**src/rtl/core_pkg.sv**
```systemverilog
// rtl/core_pkg.sv - shared constants and types for the integer core write-back path
// Purpose: register file geometry and the write-back skid FSM state encoding.
// Ports: none (package).
package core_pkg;

    localparam int XLEN  = 32;
    localparam int NREG  = 32;
    localparam int PTR_W = 5;

    typedef enum logic [1:0] {
        SKID_EMPTY  = 2'd0,
        SKID_HELD   = 2'd1,
        SKID_URGENT = 2'd2
    } skid_state_t;

endpackage

```
**src/rtl/wb_scoreboard.sv**
```systemverilog
// rtl/wb_scoreboard.sv - pending-write scoreboard for the integer register file
// Purpose: one pending bit per architectural register (x0 never pending).
// Ports:
//   clk_i, rst_i           clock, asynchronous active-high reset
//   set_en_i, set_ptr_i    mark a destination pending (issue)
//   clr_en_i, clr_ptr_i    retire a destination (register file write completed)
//   rs1_ptr_i, rs2_ptr_i   decode source pointers
//   rd_ptr_i               decode destination pointer
//   hazard_o               any of the three pointers is pending
//   busy_o                 any bit pending
module wb_scoreboard #(
    parameter int NREG  = core_pkg::NREG,
    parameter int PTR_W = core_pkg::PTR_W
) (
    input  logic             clk_i,
    input  logic             rst_i,
    input  logic             set_en_i,
    input  logic [PTR_W-1:0] set_ptr_i,
    input  logic             clr_en_i,
    input  logic [PTR_W-1:0] clr_ptr_i,
    input  logic [PTR_W-1:0] rs1_ptr_i,
    input  logic [PTR_W-1:0] rs2_ptr_i,
    input  logic [PTR_W-1:0] rd_ptr_i,
    output logic             hazard_o,
    output logic             busy_o
);
    import core_pkg::*;

    localparam logic [NREG-1:0] X0_MASK = {{(NREG-1){1'b1}}, 1'b0};

    logic [NREG-1:0] pend_q;
    logic [NREG-1:0] set_mask;
    logic [NREG-1:0] clr_mask;

    always_comb begin
        set_mask = '0;
        clr_mask = '0;
        if (set_en_i) set_mask[set_ptr_i] = 1'b1;
        if (clr_en_i) clr_mask[clr_ptr_i] = 1'b1;
    end

    // Set is ORed in after the clear so a same-cycle re-issue keeps the bit.
    always_ff @(posedge clk_i or posedge rst_i) begin
        if (rst_i) begin
            pend_q <= '0;
        end else begin
            pend_q <= ((pend_q & ~clr_mask) | set_mask) & X0_MASK;
        end
    end

    assign hazard_o = pend_q[rs1_ptr_i] | pend_q[rs2_ptr_i] | pend_q[rd_ptr_i];
    assign busy_o   = |pend_q;

`ifndef SYNTHESIS
    // A write to a register nobody is waiting on is legal but suspicious.
    always @(posedge clk_i) begin
        if (!rst_i && clr_en_i && (clr_ptr_i != '0)) begin
            assert (pend_q[clr_ptr_i])
                else $warning("wb_scoreboard: write to non-pending register %0d", clr_ptr_i);
        end
    end
`endif

endmodule

```
**src/rtl/wb_arbiter.sv**
```systemverilog
// rtl/wb_arbiter.sv - write-port arbiter for the integer register file
// Purpose: merges ALU and mem results into one registered write stream, with a
//          1-entry ALU skid buffer and a pending-write scoreboard for decode.
// Ports:
//   clk_i, rst_i                         clock, asynchronous active-high reset
//   issue_valid_i, issue_rd_ptr_i        decode issue of a writing instruction
//   rs1_ptr_i, rs2_ptr_i                 decode source pointers
//   hazard_o, busy_o                     scoreboard stall / any-pending
//   alu_valid_i/ready_o/rd_ptr_i/data_i  ALU result handshake
//   mem_valid_i/ready_o/rd_ptr_i/data_i  load / multi-cycle result handshake
//   reg_write_en_o, rd_ptr_o, rd_o       registered register file write port
module wb_arbiter #(
    parameter int XLEN  = core_pkg::XLEN,
    parameter int NREG  = core_pkg::NREG,
    parameter int PTR_W = core_pkg::PTR_W
) (
    input  logic             clk_i,
    input  logic             rst_i,
    input  logic             issue_valid_i,
    input  logic [PTR_W-1:0] issue_rd_ptr_i,
    input  logic [PTR_W-1:0] rs1_ptr_i,
    input  logic [PTR_W-1:0] rs2_ptr_i,
    output logic             hazard_o,
    output logic             busy_o,
    input  logic             alu_valid_i,
    output logic             alu_ready_o,
    input  logic [PTR_W-1:0] alu_rd_ptr_i,
    input  logic [XLEN-1:0]  alu_data_i,
    input  logic             mem_valid_i,
    output logic             mem_ready_o,
    input  logic [PTR_W-1:0] mem_rd_ptr_i,
    input  logic [XLEN-1:0]  mem_data_i,
    output logic             reg_write_en_o,
    output logic [PTR_W-1:0] rd_ptr_o,
    output logic [XLEN-1:0]  rd_o
);
    import core_pkg::*;

    skid_state_t      state_q;
    skid_state_t      state_d;
    logic [PTR_W-1:0] skid_ptr_q;
    logic [XLEN-1:0]  skid_data_q;

    logic             sel_valid;
    logic [PTR_W-1:0] sel_ptr;
    logic [XLEN-1:0]  sel_data;
    logic             skid_load;
    logic             do_write;

    // Readies depend on state only, so neither source sees a combinational
    // path from the other's valid.
    assign alu_ready_o = (state_q == SKID_EMPTY);
    assign mem_ready_o = (state_q != SKID_URGENT);

    // Mem wins a collision; the ALU result parks in the skid. After one more
    // mem win the skid is forced out (URGENT), so it waits at most 2 cycles.
    always_comb begin
        state_d   = state_q;
        sel_valid = 1'b0;
        sel_ptr   = mem_rd_ptr_i;
        sel_data  = mem_data_i;
        skid_load = 1'b0;
        case (state_q)
            SKID_EMPTY: begin
                if (mem_valid_i) begin
                    sel_valid = 1'b1;
                    if (alu_valid_i) begin
                        skid_load = 1'b1;
                        state_d   = SKID_HELD;
                    end
                end else if (alu_valid_i) begin
                    sel_valid = 1'b1;
                    sel_ptr   = alu_rd_ptr_i;
                    sel_data  = alu_data_i;
                end
            end
            SKID_HELD: begin
                sel_valid = 1'b1;
                if (mem_valid_i) begin
                    state_d = SKID_URGENT;
                end else begin
                    sel_ptr  = skid_ptr_q;
                    sel_data = skid_data_q;
                    state_d  = SKID_EMPTY;
                end
            end
            SKID_URGENT: begin
                sel_valid = 1'b1;
                sel_ptr   = skid_ptr_q;
                sel_data  = skid_data_q;
                state_d   = SKID_EMPTY;
            end
            default: state_d = SKID_EMPTY;
        endcase
    end

    // x0 results complete their handshake but never reach the register file.
    assign do_write = sel_valid && (sel_ptr != '0);

    always_ff @(posedge clk_i or posedge rst_i) begin
        if (rst_i) begin
            state_q        <= SKID_EMPTY;
            skid_ptr_q     <= '0;
            skid_data_q    <= '0;
            reg_write_en_o <= 1'b0;
            rd_ptr_o       <= '0;
            rd_o           <= '0;
        end else begin
            state_q        <= state_d;
            reg_write_en_o <= do_write;
            if (skid_load) begin
                skid_ptr_q  <= alu_rd_ptr_i;
                skid_data_q <= alu_data_i;
            end
            if (do_write) begin
                rd_ptr_o <= sel_ptr;
                rd_o     <= sel_data;
            end
        end
    end

    // The register file writes on the falling edge inside the reg_write_en_o
    // cycle, so the pending bit retires on the following rising edge.
    wb_scoreboard #(
        .NREG  (NREG),
        .PTR_W (PTR_W)
    ) u_scoreboard (
        .clk_i     (clk_i),
        .rst_i     (rst_i),
        .set_en_i  (issue_valid_i),
        .set_ptr_i (issue_rd_ptr_i),
        .clr_en_i  (reg_write_en_o),
        .clr_ptr_i (rd_ptr_o),
        .rs1_ptr_i (rs1_ptr_i),
        .rs2_ptr_i (rs2_ptr_i),
        .rd_ptr_i  (issue_rd_ptr_i),
        .hazard_o  (hazard_o),
        .busy_o    (busy_o)
    );

endmodule

```
**config.mk**
```make
export PLATFORM = sky130hd
export DESIGN_NAME = wb_arbiter
export DESIGN_NICKNAME = d
export VERILOG_FILES = /design/src/rtl/core_pkg.sv /design/src/rtl/wb_scoreboard.sv /design/src/rtl/wb_arbiter.sv
export SDC_FILE = /design/constraint.sdc
export NUM_CORES = 1
export LEC_CHECK = 0
export CAP_MARGIN = 10
export CORE_AREA = 2 2 112 114
export DETAILED_ROUTE_END_ITERATION = 16
export DIE_AREA = 0 0 114 116
export MAX_ROUTING_LAYER = met4
export PLACE_DENSITY = 0.85
export RECOVER_POWER = 100
export SYNTH_ARGS = -nofsm -noshare
export SYNTH_HDL_FRONTEND = slang
export SYNTH_SLANG_ARGS = --single-unit
```
**constraint.sdc**
```tcl
create_clock -name clk_i -period 4.06 [get_ports clk_i]
set_clock_uncertainty 0.1 [all_clocks]
set_input_delay 0.406 -clock clk_i [delete_from_list [all_inputs] [get_ports clk_i]]
set_output_delay 0.406 -clock clk_i [all_outputs]
set_load 0.02 [all_outputs]
```
==> out/qor.csv, run 1 <==
metric,value,unit
Post-synth EDFFs,0,
Std-Cell Core Area,0.01191,sq mm
DRT Pass-1 Iters,7,
Critical Path Source Type,input port,
largest net degree at the start of global routing,73,
Reg2Reg Setup Slack,0.73,ns
total CTS buffers,9,
Yosys top cell area share,0.4516,
f_max,275.1,MHz
I/O Pins,136,
Clock Path Buffers,2,
Final ANT Viol Nets,0,
"Async S/R FF share, synth",1.000,
insertion delay to the later sink of the worst-skew pair,0.35,ns
Reg power frac,0.357,
Initial Util,0.5024,
most common cell in the synthesized netlist,dfrtp_1,
Hold Crit Depth,1,
Final HPWL DP,11.85,mm
ant diodes,0,
synthesized instance count,504,
VDD IR max,0.0004308,V
Num Clock Sinks,108,
Iter 0 DRT Violations,449,
post_cts resized,0,
Core Rows,40,
HP Class,reg2reg,
RePlAce Congestion,1.013,
Buf/Inv on CP,2,
CP max stage cell,dlygate4sd3_1,
R2R Path End,rd_o[2],
cell-internal power,3.573,mW
Die X,114,um
CTS tree,done,
# fillers,918,
CP max FO,8,
CTS hold repair buffers,0,
Slew HR,-0.7637,
Yosys top cell by area,dfrtp_1,
final hold viol count,0,
Port Buffers,135,
Hold Startpoint,rd_o[27],
register cell area after layout,0.002703,sq mm
failing checks,"max-capacitance violations, max-slew violations",
total wire length,16.95,mm
Tot Pwr,5.892,mW
TNS Setup,0,ns
gr ovfl total,0,
minimum clock period,3.635,ns
combinational group share of total power,0.482,
clock network fraction of total power,0.162,
CP Data Arrival Time,3.13,ns
root buf cell,clkbuf_16,
crit-path leading delay family,buffers and inverters,
Max Slew Vio Count,111,
number of max-cap violations,2,
Synthesis Warnings,0,
slowest cell delay on critical path,0.78,ns
via count,5029,
worst-path cell chain,dlygate4sd3_1 -> mux4_2 -> nor2b_1 -> a211oi_1 -> a21oi_1 -> a2111o_1 -> clkdlybuf4s50_1,
number of vias per cell,6.456,
Die Y,116,um
Crit Path Category,in2out,
Max H-tree Level,3,
Avg WL per Cell,21.76,um
commonest register cell after synthesis,dfrtp_1,
synth cell count leaders,"dfrtp_1 (108), o21ai_0 (71), mux2_2 (49)",
# Post-CTS Setup Buffers,0,
worst-margin pin slew,2.643,ns
Synth Cell Area,0.005984,sq mm
Pleak,3.013,nW
die area,0.01322,sq mm
post-synth cell types,54,
"Setup violations, final",0,
initial antenna violation count,0,
end of the worst hold path,rd_o[27],
Final nets,727,
DR DRC count,0,
"Seq/Total Area, Yosys",0.4516,
Synth Area per Inst,11.87,sq um
RSZ-0062 raised after global routing,false,
switch share,0.3936,
Tot GR Track Use,0.2720,
Synth Register Bits,108,
layout cells sized above 1,0.1440,
syn_nets,603,
Area Growth Syn to Fin,28.12,%
first-pass GRT wire length,27.01,mm
Worst R2R Path Depth,8,
Pwr Density,768.4,mW/mm^2
area of the multi-input gates,0.003014,sq mm
switching pwr,2.319,mW
outcome,"complete, but fails checks",
CP Capture Type,output pin,
vias in the first global route,5323,
Worst Path Required,3.55,ns
Tcrit/Tclk final,0.8953,
reg-to-reg startpoint,state_q[0],
"CTS clk-pin slew, worst paths",0.07,ns
synth top area cells,"dfrtp_1 (45%), mux2_2 (9.2%), mux2_4 (6.0%)",
[worst max path at each step]
stage / startpoint / end / depth (start not counted)
finish: rs2_ptr_i[1] / hazard_o / 7
global route: rs2_ptr_i[1] / hazard_o / 7
CTS: rs2_ptr_i[1] / hazard_o / 7
detailed placement: rs2_ptr_i[1] / hazard_o / 7
global placement: rs2_ptr_i[1] / hazard_o / 7
floorplan: rst_i / rd_o[0] / 1
[final cells by class]
| cell class | instances | share of cell area |
|---|---|---|
| Multi-Input combinational cell | 355 | 0.3931 |
| Sequential cell | 108 | 0.3525 |
| Timing Repair Buffer | 143 | 0.1826 |
| Clock buffer | 11 | 0.03296 |
| Tap cell | 147 | 0.02399 |
| Clock inverter | 4 | 0.009465 |
| Inverter | 11 | 0.005385 |
[layout by cell type (no fill, tap or decap), types with 3 or more instances in the layout]
cell type        Yosys  routed
clkbuf_2             0       3
or3b_2               3       3
or3_1                8       8
nor4_1               7       7
mux4_2              12      12
mux2_2              49      49
clkbuf_16            0       9
nand2_1              8       8
a21oi_1              4       4
o22ai_1              5       5
dfrtp_1            108     108
o2bb2ai_1           33      33
mux2i_1             21      21
a22oi_1             34      34
nand3_1             13      13
inv_1               11      11
dlygate4sd3_1        0      44
o2111ai_1            3       3
clkdlybuf4s50_1      0      91
buf_4                0       4
nor2_1               4       4
o21ai_0             71      71
mux2_1               3      26
nor2b_1              7       7
nand3b_1             6       6
ha_1                 5       5
[kinds of logic (layout without fill, tap and decap cells)]
family,after synthesis,after routing,synth area share
muxes,109,109,0.2383
adders and majority gates,5,5,0.01045
DFF,108,108,0.4516
AOI/OAI and AO/OA,174,174,0.2028
and+or+nand+nor,67,67,0.06649
buffers and inverters,41,169,0.03032
[metal layers]
metal | part of all wire | up-vias | global-route usage
met1 | 0.39 | 2495 | 0.3191
li1 | - | 2215 | -
met5 | 0 | - | -
met4 | 0.026 | 0 | 0.1244
met2 | 0.49 | 271 | 0.4393
met3 | 0.091 | 48 | 0.07427
[power groups by stage]
stage	registers, mW	clock network [mW]	logic, mW
after floorplan	2.12	0	2.17
after global placement	2.06	0	3.08
after detailed placement	2.09	0	3.20
after CTS	2.09	0.960	3.22
after global routing	2.15	1.00	3.07
final	2.10	0.953	2.84
[through the flow]
stage	area, sq um	instances	hold slack [ns]	worst slack [ns]	util
floorplan	5984	504	0.3728	0.7084	-
CTS	7772	779	0.4023	0.4722	0.6525
global placement	7447	764	0.3717	0.5321	0.6252
finish	7667	779	0.3852	0.4250	0.6437
global route	7667	779	0.4036	0.2537	0.6437
detailed placement	7447	764	0.3818	0.4906	0.6252
[state kept, by name (all words and copies together), names as in the netlist]
register / cells
state_q: 2
skid_data_q: 32
u_scoreboard.pend_q: 31
skid_ptr_q: 5
rd_ptr_o: 5
reg_write_en_o: 1
rd_o: 32
(Power assumes the default switching activity.)
==> run 2, diff against run 1 <==
--- a/config.mk
+++ b/config.mk
@@ -11,7 +11,8 @@
 export DIE_AREA = 0 0 114 116
 export MAX_ROUTING_LAYER = met4
 export PLACE_DENSITY = 0.85
-export RECOVER_POWER = 100
+export RECOVER_POWER = 50
+export SLEW_MARGIN = 20
 export SYNTH_ARGS = -nofsm -noshare
 export SYNTH_HDL_FRONTEND = slang
 export SYNTH_SLANG_ARGS = --single-unit
==> run 2 against run 1 <==
Clock power is essentially flat. Largest power group unchanged. The run still ends with max-capacitance violations, max-slew violations left. Global-route usage is the same. First-iteration DRC count shrank 7.3%.
==> out/qor.csv, run 2 (synthesis results as in run 1) <==
metric,value,unit
outcome,"complete, but fails checks",
failing checks,"max-capacitance violations, max-slew violations",
switch share,0.3808,
number of max-cap violations,1,
Pwr Density,808.7,mW/mm^2
Die Y,116,um
largest net degree at the start of global routing,73,
combinational group share of total power,0.511,
Tot GR Track Use,0.2720,
Tcrit/Tclk final,0.8772,
slowest cell delay on critical path,0.71,ns
number of vias per cell,6.480,
Core Rows,40,
Max H-tree Level,3,
ant diodes,0,
layout cells sized above 1,0.1835,
Final ANT Viol Nets,0,
Reg power frac,0.337,
# Post-CTS Setup Buffers,0,
CTS tree,done,
top flop regs,"rd_o x32, skid_data_q x32, u_scoreboard.pend_q x31",
Slew HR,-0.7451,
Hold Startpoint,rd_o[8],
DRT Pass-1 Iters,7,
Port Buffers,135,
Crit Path Category,in2out,
CP max stage cell,clkdlybuf4s50_1,
first-pass GRT wire length,27.01,mm
Area Growth Syn to Fin,29.75,%
reg-to-reg startpoint,state_q[0],
Iter 0 DRT Violations,416,
"commonest cells after routing, fill and taps aside","clkdlybuf4s50_1 (133), dfrtp_1 (108), o21ai_0 (71)",
Max Slew Vio Count,73,
DR DRC count,0,
insertion delay to the later sink of the worst-skew pair,0.35,ns
HP Class,reg2reg,
initial antenna violation count,0,
switching pwr,2.391,mW
die area,0.01322,sq mm
via count,5048,
Num Clock Sinks,108,
Buf/Inv on CP,2,
worst-path cell chain,clkdlybuf4s50_1 -> mux4_2 -> nor2b_1 -> a211oi_1 -> a21oi_1 -> a2111o_1 -> clkdlybuf4s50_1,
CP Capture Type,output pin,
crit-path leading delay family,buffers and inverters,
Std-Cell Core Area,0.01191,sq mm
"CTS clk-pin slew, worst paths",0.07,ns
R2R Path End,rd_o[4],
DP Area,0.007447,sq mm
end of the worst hold path,rd_o[8],
RSZ-0062 raised after global routing,false,
most frequent CP cell,clkdlybuf4s50_1,
Worst R2R Path Depth,8,
Final nets,727,
root buf cell,clkbuf_16,
vias in the first global route,5323,
Hold Crit Depth,1,
clock network fraction of total power,0.152,
Pleak,3.035,nW
Final HPWL DP,11.85,mm
Clock Path Buffers,2,
cell-internal power,3.888,mW
Critical Path Source Type,input port,
I/O Pins,136,
minimum clock period,3.562,ns
final hold viol count,0,
Worst Path Required,3.55,ns
TNS Setup,0,ns
"commonest non-fill, non-tap cell in the layout",clkdlybuf4s50_1,
Reg2Reg Setup Slack,0.90,ns
gr ovfl total,0,
"Setup violations, final",0,
total CTS buffers,9,
CP Data Arrival Time,3.06,ns
f_max,280.8,MHz
Die X,114,um
post_cts resized,0,
worst-margin pin slew,2.615,ns
CP max FO,8,
VDD IR max,0.0005481,V
Min Hold Slack,0.3966,ns
Initial Util,0.5024,
CTS hold repair buffers,0,
total wire length,17.01,mm
Finished Cell Area,0.007765,sq mm
RePlAce Congestion,1.013,
Avg WL per Cell,21.84,um
==> run 2: changes by cell type in the layout (fill, tap and decap cells not counted) <==
cell             change
clkdlybuf4s50_1     +42
clkbuf_2             -1
mux2_1              -23
buf_4                +2
nand3_2              +1
clkbuf_1             -1
dlygate4sd3_1       -42
mux2_4              +23
nand3_1              -1
==> run 2: power by group through the flow <==
stage / Combinational [mW] / Sequential, mW / Clock, mW
finish: 3.21 / 2.12 / 0.952
global route: 3.43 / 2.16 / 1.00
CTS: 3.22 / 2.09 / 0.960
detailed placement: 3.20 / 2.09 / 0
global placement: 3.08 / 2.06 / 0
floorplan: 2.17 / 2.12 / 0
==> run 2: layer usage <==
metal,wire (um),GRT usage
met2,8419,0.4393
met3,1467,0.07427
met4,426,0.1244
met5,0,-
met1,6698,0.3191
==> run 2: worst reg2reg max path: stages (launching register included) <==
cell,delay (ns)
dfrtp_1,0.42
inv_1,0.13
ha_1,0.29
and3b_1,0.65
nand2_1,0.17
a41o_1,0.29
a31oi_4,0.19
buf_4,0.41
mux2_2,0.41
==> run 2: cell type report <==
type | instances | area (sq um)
repair buffers | 143 | 1406
multi-input cells | 355 | 3105
well taps | 147 | 183.9
clock buffers | 11 | 252.7
clock inverters | 4 | 72.57
inverters | 11 | 41.29
fillers | 898 | 4146
flip-flops and latches | 108 | 2703
==> run 2: worst max-delay path by stage <==
| stage | depth (start not counted) | endpoint | from |
|---|---|---|---|
| finish | 7 | hazard_o | rs2_ptr_i[1] |
| global route | 3 | skid_ptr_q[3] | rst_i |
| CTS | 7 | hazard_o | rs2_ptr_i[1] |
| detailed placement | 7 | hazard_o | rs2_ptr_i[1] |
| global placement | 7 | hazard_o | rs2_ptr_i[1] |
| floorplan | 1 | rd_o[0] | rst_i |
==> run 2: metrics by stage <==
stage / total power [mW] / worst slack [ns] / utilization / std cells
4_1_cts: 6.265 / 0.4722 / 0.6525 / 779
6_report: 6.279 / 0.4985 / 0.6519 / 779
2_1_floorplan: 4.288 / 0.7084 / - / 504
3_5_place_dp: 5.291 / 0.4906 / 0.6252 / 764
5_1_grt: 6.602 / 0.3261 / 0.6519 / 779
3_3_place_gp: 5.147 / 0.5321 / 0.6252 / 764
